### src/rtl/mem_ctrl_pkg.sv
// mem_ctrl_pkg: FSM states, access-length codes and the stall/select buses shared with the pipeline.
package mem_ctrl_pkg;

    typedef enum logic [1:0] {IDLE, READ, WRITE, DONE} state_t;

    localparam logic [1:0] LEN_BYTE = 2'b00;
    localparam logic [1:0] LEN_HALF = 2'b01;
    localparam logic [1:0] LEN_WORD = 2'b10;

    typedef struct packed {
        logic if_stall;
        logic mem_stall;
    } stall_bus_t;

    typedef enum logic {SEL_IF, SEL_MEM} mem_sel_t;

    function automatic logic [2:0] len_bytes(input logic [1:0] len);
        return len == LEN_BYTE ? 3'd1 : len == LEN_HALF ? 3'd2 : 3'd4;
    endfunction

endpackage

### src/rtl/mem_ctrl.sv
// mem_ctrl: arbitrates IF and MEM requests onto a byte-wide RAM, serialising little-endian accesses.
module mem_ctrl
    import mem_ctrl_pkg::*;
#(
    parameter int ADDR_W = 32
) (
    input  logic              clk,
    input  logic              rst,
    input  logic              if_req,
    input  logic [ADDR_W-1:0] if_addr,
    output logic [31:0]       if_rdata,
    output logic              if_done,
    input  logic              mem_req,
    input  logic              mem_we,
    input  logic [ADDR_W-1:0] mem_addr,
    input  logic [31:0]       mem_wdata,
    input  logic [1:0]        mem_len,
    input  logic              mem_extend,
    output logic [31:0]       mem_rdata,
    output logic              mem_done,
    output logic [ADDR_W-1:0] ram_addr,
    output logic [7:0]        ram_dout,
    output logic              ram_wr,
    input  logic [7:0]        ram_din,
    output logic              stallreq_if,
    output logic              stallreq_mem
);

    state_t     state;
    mem_sel_t   sel;
    logic [1:0] len_q;
    logic       ext_q;
    logic [31:0] wdata_q;
    logic [31:0] data_q;
    logic [2:0]  cnt;
    logic [2:0]  n;
    logic [31:0] load_val;
    stall_bus_t  stall;

    assign n            = len_bytes(len_q);
    assign stall        = {if_req & ~if_done, mem_req & ~mem_done};
    assign stallreq_if  = stall.if_stall;
    assign stallreq_mem = stall.mem_stall;

    // IF fetches are latched as word length, so they never get extended
    always_comb begin
        load_val = len_q[1] ? data_q :
                   len_q == LEN_HALF ? {{16{ext_q & data_q[15]}}, data_q[15:0]} :
                   {{24{ext_q & data_q[7]}}, data_q[7:0]};
    end

    always_ff @(posedge clk or negedge rst) begin
        if (!rst) begin
            state     <= IDLE;
            sel       <= SEL_IF;
            len_q     <= LEN_BYTE;
            ext_q     <= 1'b0;
            wdata_q   <= '0;
            data_q    <= '0;
            cnt       <= '0;
            ram_addr  <= '0;
            ram_dout  <= '0;
            ram_wr    <= 1'b0;
            if_rdata  <= '0;
            mem_rdata <= '0;
            if_done   <= 1'b0;
            mem_done  <= 1'b0;
        end else begin
            case (state)
                IDLE: if (mem_req || if_req) begin
                    sel      <= mem_req ? SEL_MEM : SEL_IF;
                    ram_addr <= mem_req ? mem_addr : if_addr;
                    len_q    <= mem_req ? mem_len : LEN_WORD;
                    ext_q    <= mem_extend;
                    cnt      <= '0;
                    data_q   <= '0;
                    ram_wr   <= mem_req && mem_we;
                    ram_dout <= mem_wdata[7:0];
                    wdata_q  <= mem_wdata >> 8;
                    state    <= mem_req && mem_we ? WRITE : READ;
                end
                // ram_din carries the byte addressed in the previous cycle
                READ: if (cnt < n) begin
                    data_q[{cnt[1:0], 3'b000} +: 8] <= ram_din;
                    cnt <= cnt + 3'd1;
                    if (cnt + 3'd1 < n) ram_addr <= ram_addr + ADDR_W'(1);
                end else begin
                    state <= DONE;
                    if (sel == SEL_IF) begin
                        if_rdata <= load_val;
                        if_done  <= 1'b1;
                    end else begin
                        mem_rdata <= load_val;
                        mem_done  <= 1'b1;
                    end
                end
                WRITE: if (cnt + 3'd1 < n) begin
                    cnt      <= cnt + 3'd1;
                    ram_addr <= ram_addr + ADDR_W'(1);
                    ram_dout <= wdata_q[7:0];
                    wdata_q  <= wdata_q >> 8;
                end else begin
                    ram_wr   <= 1'b0;
                    mem_done <= 1'b1;
                    state    <= DONE;
                end
                DONE: begin
                    if_done  <= 1'b0;
                    mem_done <= 1'b0;
                    state    <= IDLE;
                end
                default: state <= IDLE;
            endcase
        end
    end

endmodule

### config.mk
export PLATFORM = sky130hd
export DESIGN_NAME = mem_ctrl
export DESIGN_NICKNAME = d
export VERILOG_FILES = /design/src/rtl/mem_ctrl_pkg.sv /design/src/rtl/mem_ctrl.sv
export SDC_FILE = /design/constraint.sdc
export NUM_CORES = 1
export LEC_CHECK = 0
export BUFFER_PORTS_ARGS = -buffer_cell sky130_fd_sc_hd__buf_2
export CORE_MARGIN = 4
export CORE_UTILIZATION = 57
export CTS_CLUSTER_DIAMETER = 40
export DETAILED_ROUTE_END_ITERATION = 7
export PLACE_DENSITY = 0.86
export SLEW_MARGIN = 20
export SYNTH_ARGS = -nofsm -noshare
export SYNTH_HDL_FRONTEND = slang
export SYNTH_SLANG_ARGS = --single-unit
export TNS_END_PERCENT = 1
### constraint.sdc
create_clock -name clk -period 7.8 [get_ports clk]
set_input_delay 0.39 -clock clk [delete_from_list [all_inputs] [get_ports clk]]
set_output_delay 0.39 -clock clk [all_outputs]
set_load 0.01 [all_outputs]
==> results of run 1 <==
[cell families after synthesis]
family,Yosys count,share of synthesized area
adders and majority gates,14,0.0208
muxes,105,0.139
DFF,172,0.512
buffers and inverters,74,0.0365
AOI/OAI and AO/OA,219,0.165
and+or+nand+nor,206,0.126
[metal layers]
| layer | wire length, microns | GRT usage | vias up | part of all wire |
|---|---|---|---|---|
| met4 | 350 | 0.0862 | 0 | 0.016 |
| met2 | 10600 | 0.430 | 264 | 0.50 |
| met5 | 0 | 0 | - | 0 |
| li1 | - | - | 3301 | - |
| met3 | 1600 | 0.0581 | 29 | 0.075 |
| met1 | 8770 | 0.336 | 3377 | 0.41 |
[sequential cells by signal, indices dropped and copies added (netlist names)]
register and count:
cnt 3, data_q 32, ext_q 1, if_done 1
if_rdata 32, len_q 2, mem_done 1, mem_rdata 32
ram_addr 32, ram_dout 8, ram_wr 1, sel 1
state 2, wdata_q 24
[worst min path at each step]
stage / to / depth (start not counted) / slack (ns)
finish: mem_rdata[25] / 1 / 0.05
global route: mem_rdata[25] / 1 / 0.17
CTS: mem_rdata[25] / 1 / 0.13
detailed placement: mem_rdata[13] / 2 / 0.47
global placement: mem_rdata[20] / 2 / 0.46
floorplan: cnt[0] / 0 / 0.09
[through the flow]
| step | power, W | util |
|---|---|---|
| finish | 0.00444 | 0.703 |
| global route | 0.00475 | 0.703 |
| CTS | 0.00444 | 0.703 |
| detailed placement | 0.00358 | 0.662 |
| global placement | 0.00349 | 0.662 |
| floorplan | 0.00295 | - |
[worst reg2reg max path, cell delays in order (launching register included)]
cell and delay, ns:
dfrtp_1 0.77, inv_1 0.22, ha_1 0.36, a21o_1 0.20, o21ai_1 0.52, nand3_1 0.83, o31ai_1 0.47, a31oi_1 0.12
[layout make-up]
type,count,area [sq um]
Fill cell,1076,4300
Tap cell,184,230
Sequential cell,172,4300
Clock inverter,13,153
Inverter,24,90.1
Multi-Input combinational cell,544,3810
Timing Repair Buffer,227,1160
Clock buffer,19,433
[layout by cell type, fill, tap and decap left out, types with 6 or more instances in the layout]
cell	netlist	final
inv_1	23	23
ha_1	14	14
a311oi_1	6	6
nor4_1	8	7
inv_6	0	6
o22ai_1	22	22
a22o_1	32	32
nor2_1	55	54
nand3_1	9	9
nand4_1	18	18
buf_2	11	219
nor3_1	8	8
a21oi_1	67	67
buf_4	2	7
clkbuf_16	0	17
or2_2	7	7
mux2_2	97	97
mux2i_1	8	8
dfrtp_1	172	172
nand2_1	60	60
o21ai_0	51	51
nand4b_1	9	9
[power by group through the flow]
stage                     registers [W]  logic [W]  clock network, W
after floorplan                 0.00160    0.00135                 0
after CTS                       0.00157    0.00201          0.000861
final                           0.00157    0.00201          0.000854
after global placement          0.00156    0.00193                 0
after global routing            0.00162    0.00222          0.000906
after detailed placement        0.00157    0.00200                 0
==> metrics.md, run 1 <==
| Metric | Value |
|---|---|
| Detail Route Antenna Nets | `0` |
| Top-count cell post-synth | `dfrtp_1` |
| Final setup TNS | `0 ns` |
| Clock network fraction of total power | `0.192` |
| EDFF count, synth | `0` |
| Clock Tree Root | `clkbuf_16` |
| Overall global routing resource usage | `0.258` |
| Peak VDD IR | `0.000261 V` |
| YS warnings | `0` |
| Top Ports | `221` |
| Comb pwr share | `0.453` |
| Drt pass-1 iters | `5` |
| Initial antenna violation count | `0` |
| Placed cells | `1151` |
| DIE WIDTH | `129 microns` |
| Worst slack, placed | `4.16 ns` |
| Crit path DAT | `3.91 ns` |
| Reg2reg path depth | `7` |
| Min Tclk post-route | `3.62 ns` |
| Worst-margin pin slew | `0.986 ns` |
| Layout area overhead | `21.1%` |
| Crit path launch | `len_q[1]` |
| Startpoint type of the worst setup path | `flip-flop` |
| Clock Skew | `0.00798 ns` |
| Tcrit/Tclk final | `0.465` |
| Largest stage delay, worst path | `0.82 ns` |
| Final worst slack | `4.18 ns` |
| R2R setup slack | `4.18 ns` |
| Worst Setup End Kind | `flip-flop` |
| # setup viols final | `0` |
| Non-Filler Instances | `1183` |
| Delay-heaviest family, CP | `compound AO/OA/AOI/OAI gates` |
| Cell Pwr Density | `436 mW/mm^2` |
| Power Internal | `0.00257 W` |
| CP Depth | `7` |
| DR vias | `6971` |
| P_leak | `4.86 nW` |
| Area share of the largest cell type after synthesis | `0.512` |
| Drt wl/cell | `18.0 microns` |
| Diodes inserted | `0` |
| Slew Limit Fails | `0` |
| # DRC | `0` |
| Switching pwr | `0.00186 W` |
| Vias in the first global route | `6875` |
| CP bufs+invs | `1` |
| WHS | `0.0468 ns` |
| Syn Area/Cell | `10.6 sq um` |
| Clk sinks | `172` |
| First-pass GRT wire length | `34.5 mm` |
| Syn nets | `916` |
| Most common flop cell mapped by yosys | `dfrtp_1` |
| Seq cells post-synth | `172` |
| Kind of critical path | `flip-flop to flip-flop` |
| Finished Cell Area | `0.0102 sq mm` |
| Row count | `44` |
| Vias per Instance | `5.89` |
| Register share of total power | `0.355` |
| Endpoints failing hold | `0` |
| Slowest CP cell | `nand3_1` |
| Clk buf depth | `2` |
| Port bufs | `220` |
| Switching Share | `0.420` |
| Hold crit path type | `input pin to async pin` |
| Post-synth top cells | `dfrtp_1, mux2_2, a21oi_1` |
| Async S/R FF share, synth | `1.00` |
| Reg clk slew, reported paths | `0.07 ns` |
| Post-DP HPWL | `14.7 mm` |
| Setup bufs post-CTS | `0` |
| Starting Density | `0.581` |
| CP endpoint | `ram_addr[17]` |
| Clk Latency, worst-skew pair | `0.42 ns` |
| Synth Instances | `790` |
| MaxCap Viol Count | `0` |
| Remaining Overflow, GRT | `0` |
| Starting DRT DRC Count | `459` |
| Reg-to-reg endpoint | `ram_addr[17]` |
| H-tree level count | `4` |
| Worst r2r src | `len_q[1]` |
| Status | `completed` |
| RSZ-0062 raised after global routing | `false` |
| Max Freq | `276 MHz` |
| CTS buffer count | `17` |
| Required @ worst endpoint | `8.08 ns` |
| Layout cells sized above 1 | `0.378` |
| Die Height | `129 microns` |
| Dpl cell area | `0.00959 sq mm` |
| CTS tree | `done` |
| Sequential share of the synthesized area | `0.512` |
| Largest net degree at the start of global routing | `111` |
| Max_slew headroom | `0.343` |
| Final net count | `1112` |
| Hold Buf Count CTS | `0` |
| Library cells used by synthesis | `58` |
| Area leader, netlist | `dfrtp_1` |
| Die area | `0.0168 sq mm` |
| Critical-path cell list | `inv_1 -> ha_1 -> a21o_1 -> o21ai_1 -> nand3_1 -> o31ai_1 -> a31oi_1` |
| Routed WL | `21.3 mm` |
| Synthesized area | `0.00841 sq mm` |
| Core area | `0.0145 sq mm` |
| Leading post-synthesis cells by cell area | `dfrtp_1, mux2_2, a21oi_1` |
| Largest fanout on the critical path | `25` |
| GPL Wtd Cong | `0.877` |
| Post-CTS Resized | `0` |
(Power assumes the default switching activity.)
==> inputs of run 2 (changes only) <==
--- a/config.mk
+++ b/config.mk
@@ -7,10 +7,10 @@
 export LEC_CHECK = 0
 export BUFFER_PORTS_ARGS = -buffer_cell sky130_fd_sc_hd__buf_2
 export CORE_MARGIN = 4
-export CORE_UTILIZATION = 57
+export CORE_UTILIZATION = 53
 export CTS_CLUSTER_DIAMETER = 40
 export DETAILED_ROUTE_END_ITERATION = 7
-export PLACE_DENSITY = 0.86
+export PLACE_DENSITY = 0.81
 export SLEW_MARGIN = 20
 export SYNTH_ARGS = -nofsm -noshare
 export SYNTH_HDL_FRONTEND = slang
==> constraint.sdc (replaced) <==
create_clock -name clk -period 3.5 [get_ports clk]
set_input_delay 0.175 -clock clk [delete_from_list [all_inputs] [get_ports clk]]
set_output_delay 0.175 -clock clk [all_outputs]
set_load 0.01 [all_outputs]
==> run 2 against run 1 <==
Effect of this change:
- via count rose by 0.49%
- largest cell class unchanged
- critical path depth unchanged
- non-clock buffer count rose by 12
- register-to-register slack got worse by 3.6 ns
- combinational power is 130% higher
- cell area rose by 1.9%
- power up 130%
==> metrics.md, run 2 (synthesis gave the netlist of run 1 again) <==
| Metric | Value |
|---|---|
| Vias per Instance | `5.73 (-2.7%)` |
| MaxCap Viol Count | `0 (unchanged)` |
| Die Height | `134 microns (+3.5%)` |
| Drt wl/cell | `18.0 microns (about the same)` |
| DIE WIDTH | `134 microns (+3.5%)` |
| Fillers | `1229 (+14%)` |
| Post-DP HPWL | `15.4 mm (+4.8%)` |
| Layout area overhead | `23.4%` |
| Hold Buf Count CTS | `3 (+3)` |
| DR vias | `7005 (+0.49%)` |
| Crit path DAT | `3.23 ns (-0.68 ns)` |
| Die area | `0.0179 sq mm (+7.1%)` |
| P_leak | `4.94 nW (+1.5%)` |
| Peak VDD IR | `0.000560 V (+110%)` |
| Layout cells sized above 1 | `0.384 (+0.00540)` |
| Startpoint type of the worst setup path | `flip-flop` |
| Clk buf depth | `2 (unchanged)` |
| Clock Tree Root | `clkbuf_16` |
| Kind of critical path | `flip-flop to flip-flop` |
| # DRC | `0 (unchanged)` |
| Endpoints failing hold | `0 (unchanged)` |
| Worst slack, placed | `0.607 ns (-3.56 ns)` |
| CTS tree | `done` |
| # setup viols final | `0 (unchanged)` |
| Post-CTS Resized | `0 (unchanged)` |
| Clk sinks | `172 (unchanged)` |
| CTS buffer count | `17 (unchanged)` |
| Clk Latency, worst-skew pair | `0.43 ns (about the same)` |
| Diodes inserted | `0 (unchanged)` |
| Min Tclk post-route | `2.93 ns (-0.697 ns)` |
| Max_slew headroom | `0.337 (-0.00610)` |
| Reg clk slew, reported paths | `0.07 ns (about the same)` |
| Routed WL | `22.0 mm (+3.3%)` |
| Core area | `0.0154 sq mm (+6.2%)` |
| Setup bufs post-CTS | `0 (unchanged)` |
| Worst Setup End Kind | `flip-flop` |
| Final setup TNS | `0 ns (unchanged)` |
| Required @ worst endpoint | `3.81 ns (-4.27 ns)` |
| Dpl cell area | `0.00972 sq mm (+1.3%)` |
| Max Freq | `342 MHz (+24%)` |
| H-tree level count | `4 (unchanged)` |
| Finished Cell Area | `0.0104 sq mm (+1.9%)` |
| Largest fanout on the critical path | `32 (+28%)` |
| Fin util | `0.675 (-0.0280)` |
| First-pass GRT wire length | `35.2 mm (+2.1%)` |
| Initial antenna violation count | `0 (unchanged)` |
| GPL Wtd Cong | `0.814 (-7.1%)` |
| Final worst slack | `0.574 ns (-3.60 ns)` |
| Status | `completed` |
| Row count | `45 (+2.3%)` |
| Commonest non-fill, non-tap cells in the layout | `buf_2, dfrtp_1, mux2_2` |
| Hold crit path type | `input pin to flip-flop` |
| Worst-margin pin slew | `0.987 ns (+0.00155 ns)` |
| Final net count | `1124 (+1.1%)` |
| Starting Density | `0.547 (-0.0337)` |
| Commonest non-fill, non-tap cell in the layout | `buf_2` |
| Detail Route Antenna Nets | `0 (unchanged)` |
| Overall global routing resource usage | `0.243 (-0.0149)` |
| Slew Limit Fails | `0 (unchanged)` |
| Tcrit/Tclk final | `0.836 (+0.372)` |
| Drt pass-1 iters | `6 (+1)` |
| Clock Skew | `0.0152 ns (+0.00726 ns)` |
| Top Ports | `221 (unchanged)` |
| Starting DRT DRC Count | `440 (-4.1%)` |
| RSZ-0062 raised after global routing | `false` |
| Largest net degree at the start of global routing | `85 (-23%)` |
| Pwr Total | `0.0101 W (+130%)` |
| Cell Pwr Density | `973 mW/mm^2 (+120%)` |
| Port bufs | `220 (unchanged)` |
| Vias in the first global route | `6927 (+0.76%)` |
| Remaining Overflow, GRT | `0 (unchanged)` |
## run 2: worst paths after layout
check,startpoint,end,depth (start not counted),slack [ns]
worst max-delay path,cnt[0],wdata_q[4],7,0.57
worst max register to register,cnt[0],wdata_q[4],7,0.57
worst min-delay path,mem_wdata[30],wdata_q[22],3,0.005
max in group asynchronous,rst,mem_rdata[22],3,2.25
min in group asynchronous,rst,mem_rdata[19],2,0.38
worst min register to register,mem_rdata[21],mem_rdata[21],2,0.48
## run 2: power by group
group          switching, W  internal (W)  total [W]
Combinational       0.00267       0.00195    0.00462
Sequential         0.000687       0.00279    0.00347
Clock              0.000852       0.00115    0.00201
Total               0.00421       0.00589     0.0101
## run 2: critical path, cell delays in order (launching register included)
cell and delay, ns:
dfrtp_1 0.52, inv_1 0.15, ha_1 0.42, o31a_1 0.32, or3b_2 0.51, a21oi_2 0.14, buf_4 0.35, mux2_2 0.39
## run 2: cell type report
class                           instances  area [sq um]  share of cell area
Multi-Input combinational cell        544          3810               0.367
Clock inverter                         15           208              0.0200
Clock buffer                           17           425              0.0410
Inverter                               24          90.1             0.00868
Sequential cell                       172          4300               0.415
Tap cell                              211           264              0.0254
Timing Repair Buffer                  239          1280               0.124
## run 2: layer usage
| metal | up-vias | share of wire | global-route usage |
|---|---|---|---|
| met5 | - | 0 | 0 |
| met4 | 0 | 0.013 | 0.0589 |
| met3 | 21 | 0.068 | 0.0626 |
| met2 | 252 | 0.50 | 0.413 |
| met1 | 3408 | 0.42 | 0.313 |
| li1 | 3324 | - | - |
## run 2: per-stage QoR
stage	hold slack, ns	instances
4_1_cts	0.000447	1222
2_1_floorplan	-0.121	790
6_report	0.00533	1222
3_5_place_dp	0.288	1187
3_3_place_gp	0.288	1187
5_1_grt	0.00760	1222
==> inputs of run 3 (changes only) <==
--- a/config.mk
+++ b/config.mk
@@ -7,10 +7,10 @@
 export LEC_CHECK = 0
 export BUFFER_PORTS_ARGS = -buffer_cell sky130_fd_sc_hd__buf_2
 export CORE_MARGIN = 4
-export CORE_UTILIZATION = 53
+export CORE_UTILIZATION = 48
 export CTS_CLUSTER_DIAMETER = 40
 export DETAILED_ROUTE_END_ITERATION = 7
-export PLACE_DENSITY = 0.81
+export PLACE_DENSITY = 0.78
 export SLEW_MARGIN = 20
 export SYNTH_ARGS = -nofsm -noshare
 export SYNTH_HDL_FRONTEND = slang
==> constraint.sdc (replaced) <==
create_clock -name clk -period 2.4 [get_ports clk]
set_input_delay 0.12 -clock clk [delete_from_list [all_inputs] [get_ports clk]]
set_output_delay 0.12 -clock clk [all_outputs]
set_load 0.01 [all_outputs]
==> run 3 against run 2 <==
Effect of this change:
- the run now ends with setup timing left
- clock skew down 0.0019 ns
- largest cell class unchanged
- fmax up 21%
- sequential cell count unchanged
- cell area up 6.7%
- first-iteration DRC count up 18%
- sequential share of layout area down 2.6 points
- sequential power up 45%
==> metrics.md, run 3 (synthesis gave the netlist of run 1 again) <==
| Metric | Value |
|---|---|
| Status | `finished, violations left` |
| Failing checks | `setup timing` |
| Critical-path cell list | `ha_4 -> nand2b_4 -> nand2_4 -> ha_4 -> o31a_1 -> or3b_4 -> a21oi_4 -> buf_12 -> buf_12 -> mux2_4` |
| Overall global routing resource usage | `0.229 (-0.0138)` |
| Kind of critical path | `flip-flop to flip-flop` |
| Peak VDD IR | `0.00107 V (+91%)` |
| P_leak | `5.30 nW (+7.3%)` |
| Max_slew headroom | `0.561 (+0.225)` |
| Worst-margin pin slew | `0.653 ns (-0.334 ns)` |
| Final net count | `1171 (+4.2%)` |
| Largest fanout on the critical path | `8 (-75%)` |
| Commonest non-fill, non-tap cells in the layout | `buf_2, dfrtp_1, mux2_2` |
| Delay-heaviest family, CP | `simple AND/OR/NAND/NOR gates` |
| Diodes inserted | `0 (unchanged)` |
| Starting DRT DRC Count | `521 (+18%)` |
| Comb pwr share | `0.506 (+0.049)` |
| Reg clk slew, reported paths | `0.08 ns (about the same)` |
| Largest net degree at the start of global routing | `59 (-31%)` |
| RSZ-0062 raised after global routing | `true` |
| Drt wl/cell | `17.8 microns (-1.2%)` |
| Reg2reg path depth | `10 (+3)` |
| DIE WIDTH | `140 microns (+4.8%)` |
| Commonest non-fill, non-tap cell in the layout | `buf_2` |
| Clk Latency, worst-skew pair | `0.43 ns (about the same)` |
| Fillers | `1330 (+8.2%)` |
| Max Freq | `412 MHz (+21%)` |
| Hold Path Sink | `wdata_q[17]` |
| Die Height | `140 microns (+4.8%)` |
| Endpoints failing hold | `0 (unchanged)` |
| Slew Limit Fails | `0 (unchanged)` |
| Reg-to-reg endpoint | `wdata_q[8]` |
| Largest stage delay, worst path | `0.42 ns (-0.10 ns)` |
| Worst Setup End Kind | `flip-flop` |
| Switching pwr | `0.00654 W (+55%)` |
| Startpoint type of the worst setup path | `flip-flop` |
| Row count | `48 (+6.7%)` |
| Switching Share | `0.411 (-0.00644)` |
| Clk sinks | `172 (unchanged)` |
| First-pass GRT wire length | `37.0 mm (+5.1%)` |
| Final worst slack | `-0.0253 ns (-0.599 ns)` |
| Clock network fraction of total power | `0.178 (-0.021)` |
| Min Tclk post-route | `2.43 ns (-0.501 ns)` |
| Placed cells | `1226 (+3.3%)` |
| Hold crit path type | `input pin to flip-flop` |
| Clk buf depth | `2 (unchanged)` |
| DR vias | `7327 (+4.6%)` |
| MaxCap Viol Count | `0 (unchanged)` |
| Min-delay src | `mem_wdata[25]` |
| Required @ worst endpoint | `2.71 ns (-1.10 ns)` |
| WHS | `0.0197 ns (+0.0143 ns)` |
| Tcrit/Tclk final | `1.01 (+0.174)` |
| Detail Route Antenna Nets | `0 (unchanged)` |
| Hold Crit Depth | `3 (unchanged)` |
| Layout cells sized above 1 | `0.407 (+0.0236)` |
| CTS tree | `done` |
| CP bufs+invs | `2 (unchanged)` |
| Drt pass-1 iters | `6 (unchanged)` |
| Core area | `0.0172 sq mm (+12%)` |
| Remaining Overflow, GRT | `0 (unchanged)` |
| Die area | `0.0197 sq mm (+9.8%)` |
| Register share of total power | `0.316 (-0.028)` |
| # setup viols final | `16 (+16)` |
| Post-DP HPWL | `15.6 mm (+1.8%)` |
| Clock Tree Root | `clkbuf_16` |
| Non-Filler Instances | `1283 (+5.0%)` |
| Top Ports | `221 (unchanged)` |
| R2R setup slack | `-0.03 ns (-0.60 ns)` |
| CTS buffer count | `17 (unchanged)` |
| Power Internal | `0.00939 W (+59%)` |
| Slowest CP cell | `dfrtp_1` |
| Clock Skew | `0.0134 ns (-0.00187 ns)` |
| # DRC | `0 (unchanged)` |
| Port bufs | `220 (unchanged)` |
| Vias in the first global route | `7239 (+4.5%)` |
| Cell Pwr Density | `1440 mW/mm^2 (+48%)` |
| Vias per Instance | `5.71 (-0.38%)` |
| Final setup TNS | `-0.152 ns (-0.152 ns)` |
| Initial antenna violation count | `1 (+1)` |
| Crit path DAT | `2.73 ns (-0.50 ns)` |
| Starting Density | `0.488 (-0.0592)` |
| Layout area overhead | `31.8%` |
| H-tree level count | `4 (unchanged)` |
| Routed WL | `22.9 mm (+3.7%)` |
| Worst r2r src | `cnt[1]` |
| GPL Wtd Cong | `0.847 (+4.0%)` |
[run 3: cell types whose count changed in the layout (fill, tap and decap cells not counted), sizes merged]
| cell | previous run | this run |
|---|---|---|
| clkinv | 3 | 8 |
| clkbuf | 17 | 18 |
| buf | 236 | 267 |
| inv | 29 | 30 |
| clkinvlp | 4 | 0 |
| dlygate4sd3 | 3 | 18 |
| bufinv | 3 | 1 |
[run 3: worst max path at each step]
stage                       from          end  slack, ns  cells past startpoint
after global placement    cnt[0]  ram_dout[0]      -0.04                      9
after floorplan           cnt[0]  ram_dout[2]      -0.07                      8
final                     cnt[1]   wdata_q[8]      -0.03                     10
after detailed placement  cnt[0]   wdata_q[8]      -0.08                      9
after CTS                 cnt[0]   wdata_q[2]      0.006                     10
after global routing      cnt[1]   wdata_q[8]      -0.11                     10
[run 3: power by group through the flow]
stage | Sequential, W | Clock, W | Combinational, W
after floorplan | 0.00519 | 0 | 0.00449
after global placement | 0.00500 | 0 | 0.00706
after detailed placement | 0.00504 | 0 | 0.00727
after CTS | 0.00501 | 0.00288 | 0.00769
after global routing | 0.00520 | 0.00303 | 0.00882
final | 0.00503 | 0.00284 | 0.00805
[run 3: metrics by stage]
stage	power [W]	worst slack, ns	area (sq um)	utilization
6_report	0.0159	-0.0253	11100	0.643
5_1_grt	0.0170	-0.107	11100	0.643
4_1_cts	0.0156	0.00582	11000	0.635
3_5_place_dp	0.0123	-0.0835	10000	0.581
3_3_place_gp	0.0121	-0.0351	10000	0.581
2_1_floorplan	0.00968	-0.0687	8440	-
[run 3: tightest hold or removal path: cells and delay by family]
| kind | cells | cell delay (ns) |
|---|---|---|
| compound gates | 1 | 0.09 |
| buf+inv | 1 | 0.09 |
| simple gates | 1 | 0.11 |
[run 3: timing repair]
action	4_1_cts	5_1_grt
setup endpoints to repair	24	75
hold endpoints to repair	83	0
gates resized for setup	11	25
pin swaps	3	4
buffers inserted	3	1
gates cloned	2	1
hold buffers	18	0
[run 3: final cells by class]
class                           count  area, sq um  area share
Sequential cell                   172         4310       0.389
Inverter                           24         92.6     0.00836
Multi-Input combinational cell    544         3960       0.357
Tap cell                          225          282      0.0254
Timing Repair Buffer              286         1820       0.164
Clock inverter                     15          195      0.0176
Clock buffer                       17          425      0.0384
[run 3: metal layers]
| metal | GRT usage | routed length [microns] | part of all wire |
|---|---|---|---|
| met5 | 0 | 8 | 0.00035 |
| met1 | 0.312 | 9700 | 0.42 |
| met3 | 0.0594 | 1680 | 0.074 |
| met2 | 0.368 | 11100 | 0.49 |
| met4 | 0.0586 | 345 | 0.015 |
